--- config.mk ---
export PLATFORM = sky130hd
export DESIGN_NAME = mano_mem_seq_ctrl
export DESIGN_NICKNAME = d
export VERILOG_FILES = /design/src/rtl/mano_mem_seq_ctrl.sv
export SDC_FILE = /design/constraint.sdc
export NUM_CORES = 1
export LEC_CHECK = 0
export ABC_AREA = 0
export BUFFER_PORTS_ARGS = -buffer_cell sky130_fd_sc_hd__buf_2
export CORE_MARGIN = 1.5
export CORE_UTILIZATION = 35
export DETAILED_ROUTE_END_ITERATION = 16
export GPL_ROUTABILITY_DRIVEN = 0
export PLACE_DENSITY_LB_ADDON = 0.08
export SYNTH_ARGS = -nofsm -noshare
export SYNTH_HDL_FRONTEND = slang
export SYNTH_SLANG_ARGS = --single-unit
--- constraint.sdc ---
create_clock -name clk -period 2 [get_ports clk]
set_clock_uncertainty 0.1 [all_clocks]
set_input_delay 0.3 -clock clk [delete_from_list [all_inputs] [get_ports clk]]
set_output_delay 0.3 -clock clk [all_outputs]
set_load 0.02 [all_outputs]
--- src/rtl/mano_mem_seq_ctrl.sv ---
// rtl/mano_mem_seq_ctrl.sv - Mano sequence counter with memory read/write decode and req/ack handshake
module mano_mem_seq_ctrl #(
  parameter int SC_STATES = 16,
  parameter int TIMEOUT   = 64,
  parameter int TO_W      = 8
) (
  input  logic                 clk,
  input  logic                 rst,
  input  logic                 run,
  input  logic                 sc_clr,
  input  logic [7:0]           D,
  input  logic                 I,
  output logic [SC_STATES-1:0] T,
  output logic                 read,
  output logic                 write,
  output logic                 mem_req,
  output logic                 mem_we,
  input  logic                 mem_ack,
  output logic                 stall,
  output logic                 bus_err
);

  localparam int SC_W = $clog2(SC_STATES);
  localparam logic [SC_W-1:0] SC_LAST = SC_W'(SC_STATES - 1);
  localparam logic [TO_W-1:0] TO_LAST = TO_W'((TIMEOUT > 0) ? (TIMEOUT - 1) : 0);

  typedef enum logic [1:0] {IDLE, REQ, ERR} state_e;

  state_e          state_q, state_d;
  logic [SC_W-1:0] sc_q, sc_d;
  logic [TO_W-1:0] cnt_q, cnt_d;
  logic            mem_req_q, mem_req_d;
  logic            mem_we_q, mem_we_d;
  logic            bus_err_q, bus_err_d;

  logic            t1, t3, t4, t6;
  logic            rd_need, wr_need, need;
  logic [SC_W-1:0] sc_inc;
  logic            unused_d4;

  // D4 (BUN) never touches memory in its execute step.
  assign unused_d4 = D[4];

  assign t1 = (sc_q == SC_W'(1));
  assign t3 = (sc_q == SC_W'(3));
  assign t4 = (sc_q == SC_W'(4));
  assign t6 = (sc_q == SC_W'(6));

  assign rd_need = t1 | (~D[7] & I & t3) | ((D[0] | D[1] | D[2] | D[6]) & t4);
  assign wr_need = ((D[3] | D[5]) & t4) | (D[6] & t6);
  assign read    = rd_need & run;
  assign write   = wr_need & run & ~rd_need;
  assign need    = read | write;

  assign sc_inc  = (sc_q == SC_LAST) ? '0 : sc_q + SC_W'(1);

  assign T       = SC_STATES'(1) << sc_q;
  assign mem_req = mem_req_q;
  assign mem_we  = mem_we_q;
  assign bus_err = bus_err_q;
  assign stall   = (state_q == ERR) ? 1'b1 : (need & ~((state_q == REQ) & mem_ack));

  always_comb begin
    state_d   = state_q;
    sc_d      = sc_q;
    cnt_d     = cnt_q;
    mem_req_d = mem_req_q;
    mem_we_d  = mem_we_q;
    bus_err_d = bus_err_q;
    case (state_q)
      IDLE: begin
        if (sc_clr) begin
          sc_d = '0;
        end else if (need) begin
          state_d   = REQ;
          mem_req_d = 1'b1;
          mem_we_d  = write;
          cnt_d     = '0;
        end else if (run) begin
          sc_d = sc_inc;
        end
      end
      REQ: begin
        // The access step is consumed on ack regardless of run.
        if (sc_clr) begin
          sc_d      = '0;
          state_d   = IDLE;
          mem_req_d = 1'b0;
          mem_we_d  = 1'b0;
        end else if (mem_ack) begin
          sc_d      = sc_inc;
          state_d   = IDLE;
          mem_req_d = 1'b0;
          mem_we_d  = 1'b0;
        end else if ((TIMEOUT != 0) && (cnt_q == TO_LAST)) begin
          state_d   = ERR;
          bus_err_d = 1'b1;
          mem_req_d = 1'b0;
          mem_we_d  = 1'b0;
        end else begin
          cnt_d = cnt_q + TO_W'(1);
        end
      end
      ERR: begin
      end
      default: begin
        state_d = IDLE;
      end
    endcase
  end

  always_ff @(posedge clk) begin
    if (rst) begin
      state_q   <= IDLE;
      sc_q      <= '0;
      cnt_q     <= '0;
      mem_req_q <= 1'b0;
      mem_we_q  <= 1'b0;
      bus_err_q <= 1'b0;
    end else begin
      state_q   <= state_d;
      sc_q      <= sc_d;
      cnt_q     <= cnt_d;
      mem_req_q <= mem_req_d;
      mem_we_q  <= mem_we_d;
      bus_err_q <= bus_err_d;
    end
  end

endmodule

# == Word level (Yosys, flattened, before mapping) ==
# Cells that the tools add are included.
# op_classes
n_addsub,2
eq_ne,17
shifts,1
n_mux,29
bitwise,24
n_reduce_logical,7
# ops
op,n
8-bit 2-to-1 mux,5
4-bit 2-to-1 mux,6
8-bit case mux with 2 select lines,1
4-bit AND reduction,4
"1-bit by 4-bit left shift with 16-bit output, first input constant",1
1-bit AND,10
2-bit 2-to-1 mux,5
"2-bit != test, second input constant",5
"3-bit != test, second input constant",3
"8-bit by 1-bit adder with 8-bit output, second input constant",1
"4-bit by 3-bit equality test with 1-bit output, second input constant",2
"8-bit by 6-bit equality test with 1-bit output, second input constant",1
1-bit 2-to-1 mux,8
1-bit OR,8
4-bit case mux with 2 select lines,1
1-bit NOT,6
2-bit case mux with 3 select lines,1
6-bit AND reduction,1
"4-bit by 1-bit adder with 4-bit output, second input constant",1
"4-bit by 1-bit equality test with 1-bit output, second input constant",1
"4-bit by 2-bit equality test with 1-bit output, second input constant",1
"4-bit equality test, second input constant",1
"4-bit by 3-bit != test with 1-bit output, second input constant",1
1-bit case mux with 2 select lines,2
4 further kinds,4
# totals
reg_bits,17
inputBits,14
output_inout_bits,22
elab_cells,86

# == Logic depth before layout (Yosys ltp) ==
# Gate-level depths: netlist of the first run.
# depth
depth_word,11
ltp_mapped,7
ltp_nobuf,7

# == Worst setup path before layout of the first run ==
# No wires, ideal clock.
# synth_timing
path_kind,register -> output
from,reg sc_q[0]
to,out stall
arrival_time_ns,1.657
required_time_ns,1.600
path_slack_ns,-0.057
path_stages_with_launch,8
path_buffers,0
path_cell_list,dfxtp_1 -> inv_1 -> ha_1 -> nand2_1 -> a221o_2 -> nand2_1 -> a31oi_1 -> a21oi_1
# synth_between
elab_chain_cells,9
elab_cells_between_ends,18
cone_classes,4 x eq/ne; 1 x mux; 13 x bitwise
# synth_lines
element,line,source
"start, declared",30,"logic [SC_W-1:0] sc_q, sc_d;"
"start signal, assigned",115,sc_q <= '0;
"start signal, assigned",122,sc_q <= sc_d;
4-bit by 2-bit equality test with 1-bit output,45,assign t3 = (sc_q == SC_W'(3));
1-bit AND,49,assign rd_need = t1 | (~D[7] & I & t3) | ((D[0] | D[1] | D[2] | D[6]) & t4);
1-bit OR (2 in a row),49,
1-bit NOT,52,assign write = wr_need & run & ~rd_need;
1-bit AND,52,
1-bit OR (*),53,assign need = read | write;
1-bit AND (*),61,assign stall = (state_q == ERR) ? 1'b1 : (need & ~((state_q == REQ) & mem_ack));
1-bit 2-to-1 mux (*),61,
"end, declared",19,"output logic stall,"
# Every way passes the cells marked *; elsewhere a longest branch is shown, timed or not.

# == Worst setup path in the final report of the first run ==
# Ends and elaborated chain as after synthesis.

==> results.py, run 1 <==
metrics = {
    "power": {
        "power_frac_clock_pct": 26.6,
        "p_int_w": 0.0004997,
        "p_leak_nw": 0.7756,
        "ir_drop_mv": 0.3478,
        "seqPwrFrac_pct": 49.4,
        "combPwrFrac_pct": 24.0,
        "switching_power_w": 0.0002063,
        "p_per_area_mw_per_mm2": 391.3,
        "swShare_pct": 29.22,
    },
    "clocking": {
        "numCtsBuffers": 3,
        "cts.htree.levels": 1,
        "clk_latency_ps": 290,
        "path_clk_slew_ps": 100,
        "cts.sinks": 17,
        "cts_tree": "yes",
        "cts-root-buf": "clkbuf_4",
        "cts_hold_buf": 0,
        "ctsLongestPathBuffers": 2,
    },
    "finish": {
        "finalNetCount": 228,
        "nFillCells": 340,
        "finish.utilization_pct": 53.65,
        "antenna_cells": 0,
        "stdcell_count": 252,
        "drive_above_1_share_pct": 47.57,
        "area_growth_pct": 45.51,
    },
    "setup_path": {
        "crit_type": "flop to output pin",
        "end_kind": "output pin",
        "crit_arrival_ps": 1820,
        "cp_max_fo": 4,
        "cp-start-kind": "flop",
        "worst_ep_required_time_ps": 1600,
    },
    "timing": {
        "rsz0062_at_grt": "true",
        "setup_viol": 15,
        "finalWorstSetupSlack_ps": -217.1,
        "period_share_pct": 110.9,
        "layout_min_cycle_time_ps": 2217,
        "max_freq_mhz": 451.0,
        "hold_ws_ps": 280.1,
        "final_hold_viol_count": 0,
        "tightest_slew_ps": 333.2,
        "maxSlewViolCount": 0,
        "slew_headroom_pct": 77.73,
    },
    "yosys": {
        "synth_warnings": 0,
        "syn_area_mm2": 0.001240,
        "synth_top_area_share_pct": 27.45,
        "postSynthAreaPerCell_um2": 8.266,
        "ys_async_sr_fraction_pct": 0,
        "synth_common_cells": "17 x dfxtp_1, 13 x a21oi_1, 13 x nor2_1, 12 x nand2_1, 11 x and2_1",
        "synth_most_common_cell": "dfxtp_1",
        "synth_edf_count": 0,
        "ys_seq_elements": 17,
        "yosys.area.top_type": "dfxtp_1",
        "synth.area.top_cells": "dfxtp_1 27%, ha_1 7.1%, and2_1 5.5%",
        "seq_area_frac_synth_pct": 27.45,
        "synthesis.nets": 171,
        "netlist_instances": 150,
        "ys.flop_type": "dfxtp_1",
        "synth_cell_types": 45,
    },
    "floorplanning": {
        "rows": 21,
        "die_height_um": 62.52,
        "die_area_mm2": 0.003909,
        "dieWidth_um": 62.52,
        "floorplan.initialDensity_pct": 36.87,
        "core_mm2": 0.003363,
        "pin_count": 36,
    },
    "global_routing": {
        "grt_max_degree": 16,
        "grt_overflow": 0,
        "grt_pass1_vias": 1242,
        "grt_pass1_wl_mm": 5.664,
        "track_usage_pct": 17.53,
        "antenna_found_initial": 0,
    },
    "job": {
        "cap_violations": 0,
    },
    "detailed_routing": {
        "antenna_left": 0,
        "routedWlPerCell_um": 13.60,
        "route.detailed.drc": 0,
        "wirelength_mm": 3.426,
        "drt_iter0_drc": 53,
        "vias": 1353,
        "viasPerCell": 5.369,
        "dr.pass1.iters": 4,
    },
    "placed_design": {
        "io_buffers": 34,
        "dp_hpwl_mm": 2.545,
        "dp.cells": 243,
    },
    "min_path": {
        "hp-class": "primary input to flop",
    },
    "run_status": {
        "status": "finished with violations",
        "violations": "setup timing",
    },
}
[worst max-delay path: stages (launching register included)]
cell	delay, ps
dfxtp_4	380
inv_4	80
ha_4	150
a211oi_2	60
a221o_2	400
nand2_4	100
a31oi_4	90
a21oi_2	130
buf_6	130
[state kept, by name, summed over array words and instances, names as in the netlist]
signal / count
bus_err: 1
mem_we: 1
mem_req: 1
sc_q: 4
state_q: 2
cnt_q: 8
[stage by stage]
| stage | setup TNS (ps) | worst slack, ps | total power, W | area, µm² |
|---|---|---|---|---|
| final | -812.0 | -217.1 | 0.0007059 | 1804 |
| after global routing | -1972 | -301.5 | 0.0007499 | 1804 |
| after CTS | -416.9 | -177.0 | 0.0006960 | 1714 |
| after detailed placement | -571.0 | -145.7 | 0.0004837 | 1563 |
| after global placement | -305.6 | -70.31 | 0.0004811 | 1563 |
| after floorplan | 0 | 30.08 | 0.0004227 | 1247 |
[what timing repair did]
item / in CTS / in global routing
pin swaps: 11 / 7
gates resized for setup: 25 / 18
endpoints found under the setup margin: 10 / 20
buffers inserted: 4 / 1
[power groups by stage]
| stage | clock network (W) | logic, W | registers, W |
|---|---|---|---|
| floorplan | 0 | 0.0000682 | 0.000354 |
| global placement | 0 | 0.000127 | 0.000354 |
| detailed placement | 0 | 0.000129 | 0.000355 |
| CTS | 0.000196 | 0.000151 | 0.000349 |
| global route | 0.000215 | 0.000185 | 0.000350 |
| finish | 0.000188 | 0.000170 | 0.000349 |
[path summary, 6_finish.rpt]
path	from	endpoint	slack, ps	depth (start not counted)
worst max-delay path	sc_q[0]	stall	-220	8
worst min-delay path	rst	mem_req	280	2
worst max register to register	sc_q[0]	sc_q[1]	-140	8
worst min register to register	mem_we	mem_we	390	1
[per-layer routing]
layer / track usage [%] / part of all wire [%] / vias to the layer above
met5: 0 / 0 / -
met4: 2.778 / 0.88 / 0
met3: 3.964 / 3.9 / 6
met2: 27.96 / 48 / 30
met1: 24.58 / 47 / 647
li1: - / - / 670
[cell usage in the layout, fill, tap and decap left out, types with 2 or more instances in the layout]
master / netlist / layout
nand2_1: 12 / 8
nand2_4: 0 / 2
buf_6: 1 / 3
nor2b_1: 3 / 3
dfxtp_1: 17 / 14
nand3_1: 5 / 4
a31oi_1: 4 / 3
inv_1: 9 / 6
o21ai_0: 5 / 4
dfxtp_4: 0 / 2
nor2_1: 13 / 13
a311oi_1: 2 / 2
a21oi_1: 13 / 10
o211ai_1: 2 / 2
inv_4: 0 / 2
buf_4: 0 / 23
or3_1: 2 / 2
buf_2: 1 / 31
clkbuf_4: 0 / 3
nor3_1: 4 / 3
nand2_2: 0 / 2
ha_4: 0 / 3
nand4_1: 3 / 3
a211oi_2: 0 / 2
ha_1: 7 / 3
and3_1: 5 / 5
a21oi_2: 0 / 3
and2_1: 11 / 10
nor4_4: 1 / 2
[area by class of cell]
cell class | instances | area [µm²] | area share (%)
Multi-Input combinational cell | 119 | 970.9 | 53.81
Sequential cell | 17 | 349.1 | 19.35
Clock buffer | 4 | 26.28 | 1.456
Timing Repair Buffer | 57 | 361.6 | 20.04
Inverter | 9 | 38.79 | 2.150
Tap cell | 46 | 57.56 | 3.190
[cells by family after synthesis]
family | synth area share (%)
flip-flops | 27.45
multiplexers | 0.9081
adder cells (fa/ha/maj) | 7.063
AND/OR/NAND/NOR | 31.69
buffers and inverters | 6.558
AO/OA/AOI/OAI | 25.63
XOR/XNOR | 0.7065
Power figures use the tool's default switching activity.
==> inputs of run 2 (changes only) <==
- MAX_ROUTING_LAYER: not set -> met4
==> results.py, run 2 (synthesized netlist as in run 1, its figures left out) <==
metrics = {
    "timing": {
        "rsz0062_at_grt": "true",
        "final_hold_viol_count": 0,
        "period_share_pct": 110.9,
        "maxSlewViolCount": 0,
        "finalWorstSetupSlack_ps": -218.7,
        "tightest_slew_ps": 337.3,
        "slew_headroom_pct": 77.46,
        "layout_min_cycle_time_ps": 2219,
        "setup_viol": 15,
        "max_freq_mhz": 450.7,
    },
    "placed_design": {
        "io_buffers": 34,
        "place_area_mm2": 0.001563,
        "dp_hpwl_mm": 2.545,
    },
    "floorplanning": {
        "core_mm2": 0.003363,
        "pin_count": 36,
        "die_area_mm2": 0.003909,
        "floorplan.initialDensity_pct": 36.87,
        "die_height_um": 62.52,
        "rows": 21,
        "dieWidth_um": 62.52,
    },
    "power": {
        "p_per_area_mw_per_mm2": 391.7,
        "ir_drop_mv": 0.3478,
        "total_power_w": 0.0007067,
        "p_leak_nw": 0.7756,
    },
    "finish": {
        "nFillCells": 340,
        "top_register": "cnt_q",
        "final_common_cell": "buf_2",
        "final_area_mm2": 0.001804,
        "area_growth_pct": 45.51,
        "drive_above_1_share_pct": 47.57,
        "finalNetCount": 228,
        "final_cell_mix": "31 x buf_2, 23 x buf_4, 14 x dfxtp_1",
        "top_regs": "cnt_q (8), sc_q (4), state_q (2)",
        "largest_reg_flops": 8,
        "antenna_cells": 0,
    },
    "job": {
        "cap_violations": 0,
    },
    "clocking": {
        "cts-root-buf": "clkbuf_4",
        "numCtsBuffers": 3,
        "cts_hold_buf": 0,
        "cts.htree.levels": 1,
        "cts_tree": "yes",
        "ctsLongestPathBuffers": 2,
        "clk_latency_ps": 290,
        "cts.sinks": 17,
        "path_clk_slew_ps": 100,
    },
    "detailed_routing": {
        "route.detailed.drc": 0,
        "drt_iter0_drc": 58,
        "routedWlPerCell_um": 13.63,
        "dr.pass1.iters": 5,
        "vias": 1365,
        "viasPerCell": 5.417,
        "antenna_left": 0,
        "wirelength_mm": 3.435,
    },
    "setup_path": {
        "regToRegSetupSlack_ps": -140,
        "crit_arrival_ps": 1820,
        "cp_max_fo": 4,
        "cp-start-kind": "flop",
        "crit_type": "flop to output pin",
        "worst_ep_required_time_ps": 1600,
        "end_kind": "output pin",
    },
    "run_status": {
        "violations": "setup timing",
        "status": "finished with violations",
    },
    "global_routing": {
        "grt_busiest_layer": "met2",
        "grt_overflow": 0,
        "antenna_found_initial": 0,
        "met2_usage_pct": 27.96,
        "track_usage_pct": 18.02,
        "grt.met1_usage_pct": 24.58,
        "use_met3_pct": 3.964,
        "grt_max_degree": 16,
        "grt_pass1_wl_mm": 5.658,
        "grt_pass1_vias": 1242,
    },
    "min_path": {
        "hp-class": "primary input to flop",
    },
}
## run 2: cell counts in the layout (fill, tap and decap cells not counted)
Identical to the previous run, type by type.
## run 2: where the power goes
part / internal, W / switching (W)
sequential: 0.000342 / 0.00000702
combinational: 0.0000804 / 0.0000894
clock: 0.0000776 / 0.000111
total: 0.000500 / 0.000207
## run 2: per-layer routing
| metal | part of all wire, % | wire length (µm) |
|---|---|---|
| met1 | 46 | 1596 |
| met2 | 49 | 1672 |
| met3 | 4.0 | 138 |
| met4 | 0.84 | 29 |
| met5 | 0 | 0 |
## run 2: timing repair
item                       CTS  global route
resized for setup           25            18
pin swaps                   11             7
gates cloned                 0             0
setup buffers                4             1
setup endpoints to repair   10            20
## run 2: worst paths after layout
path / startpoint / endpoint / cells past startpoint
setup reg to reg: sc_q[0] / sc_q[1] / 8
setup / recovery: sc_q[0] / stall / 8
hold reg to reg: mem_we / mem_we / 1
hold / removal: rst / mem_req / 2
## run 2: final cells by class
cell class / count / area (µm²) / area share (%)
clock buffer: 4 / 26.28 / 1.456
inverter: 9 / 38.79 / 2.150
multi-input combinational: 119 / 970.9 / 53.81
sequential: 17 / 349.1 / 19.35
tap: 46 / 57.56 / 3.190
timing repair buffer: 57 / 361.6 / 20.04
## run 2: metrics by stage
| step | hold WS (ps) | cells | setup slack (ps) | setup TNS (ps) | util [%] |
|---|---|---|---|---|---|
| final | 279.3 | 252 | -218.7 | -819.4 | 53.65 |
| after global routing | 290.5 | 252 | -301.5 | -1972 | 53.65 |
| after CTS | 266.2 | 251 | -177.0 | -416.9 | 50.97 |
| after detailed placement | 371.4 | 243 | -145.7 | -571.0 | 46.47 |
| after global placement | 348.4 | 243 | -70.31 | -305.6 | 46.47 |
| after floorplan | 302.5 | 150 | 30.08 | 0 | - |
## run 2: critical path, stage by stage (launching register included)
cell,delay (ps)
dfxtp_4,380
inv_4,80
ha_4,150
a211oi_2,60
a221o_2,400
nand2_4,100
a31oi_4,90
a21oi_2,130
buf_6,130
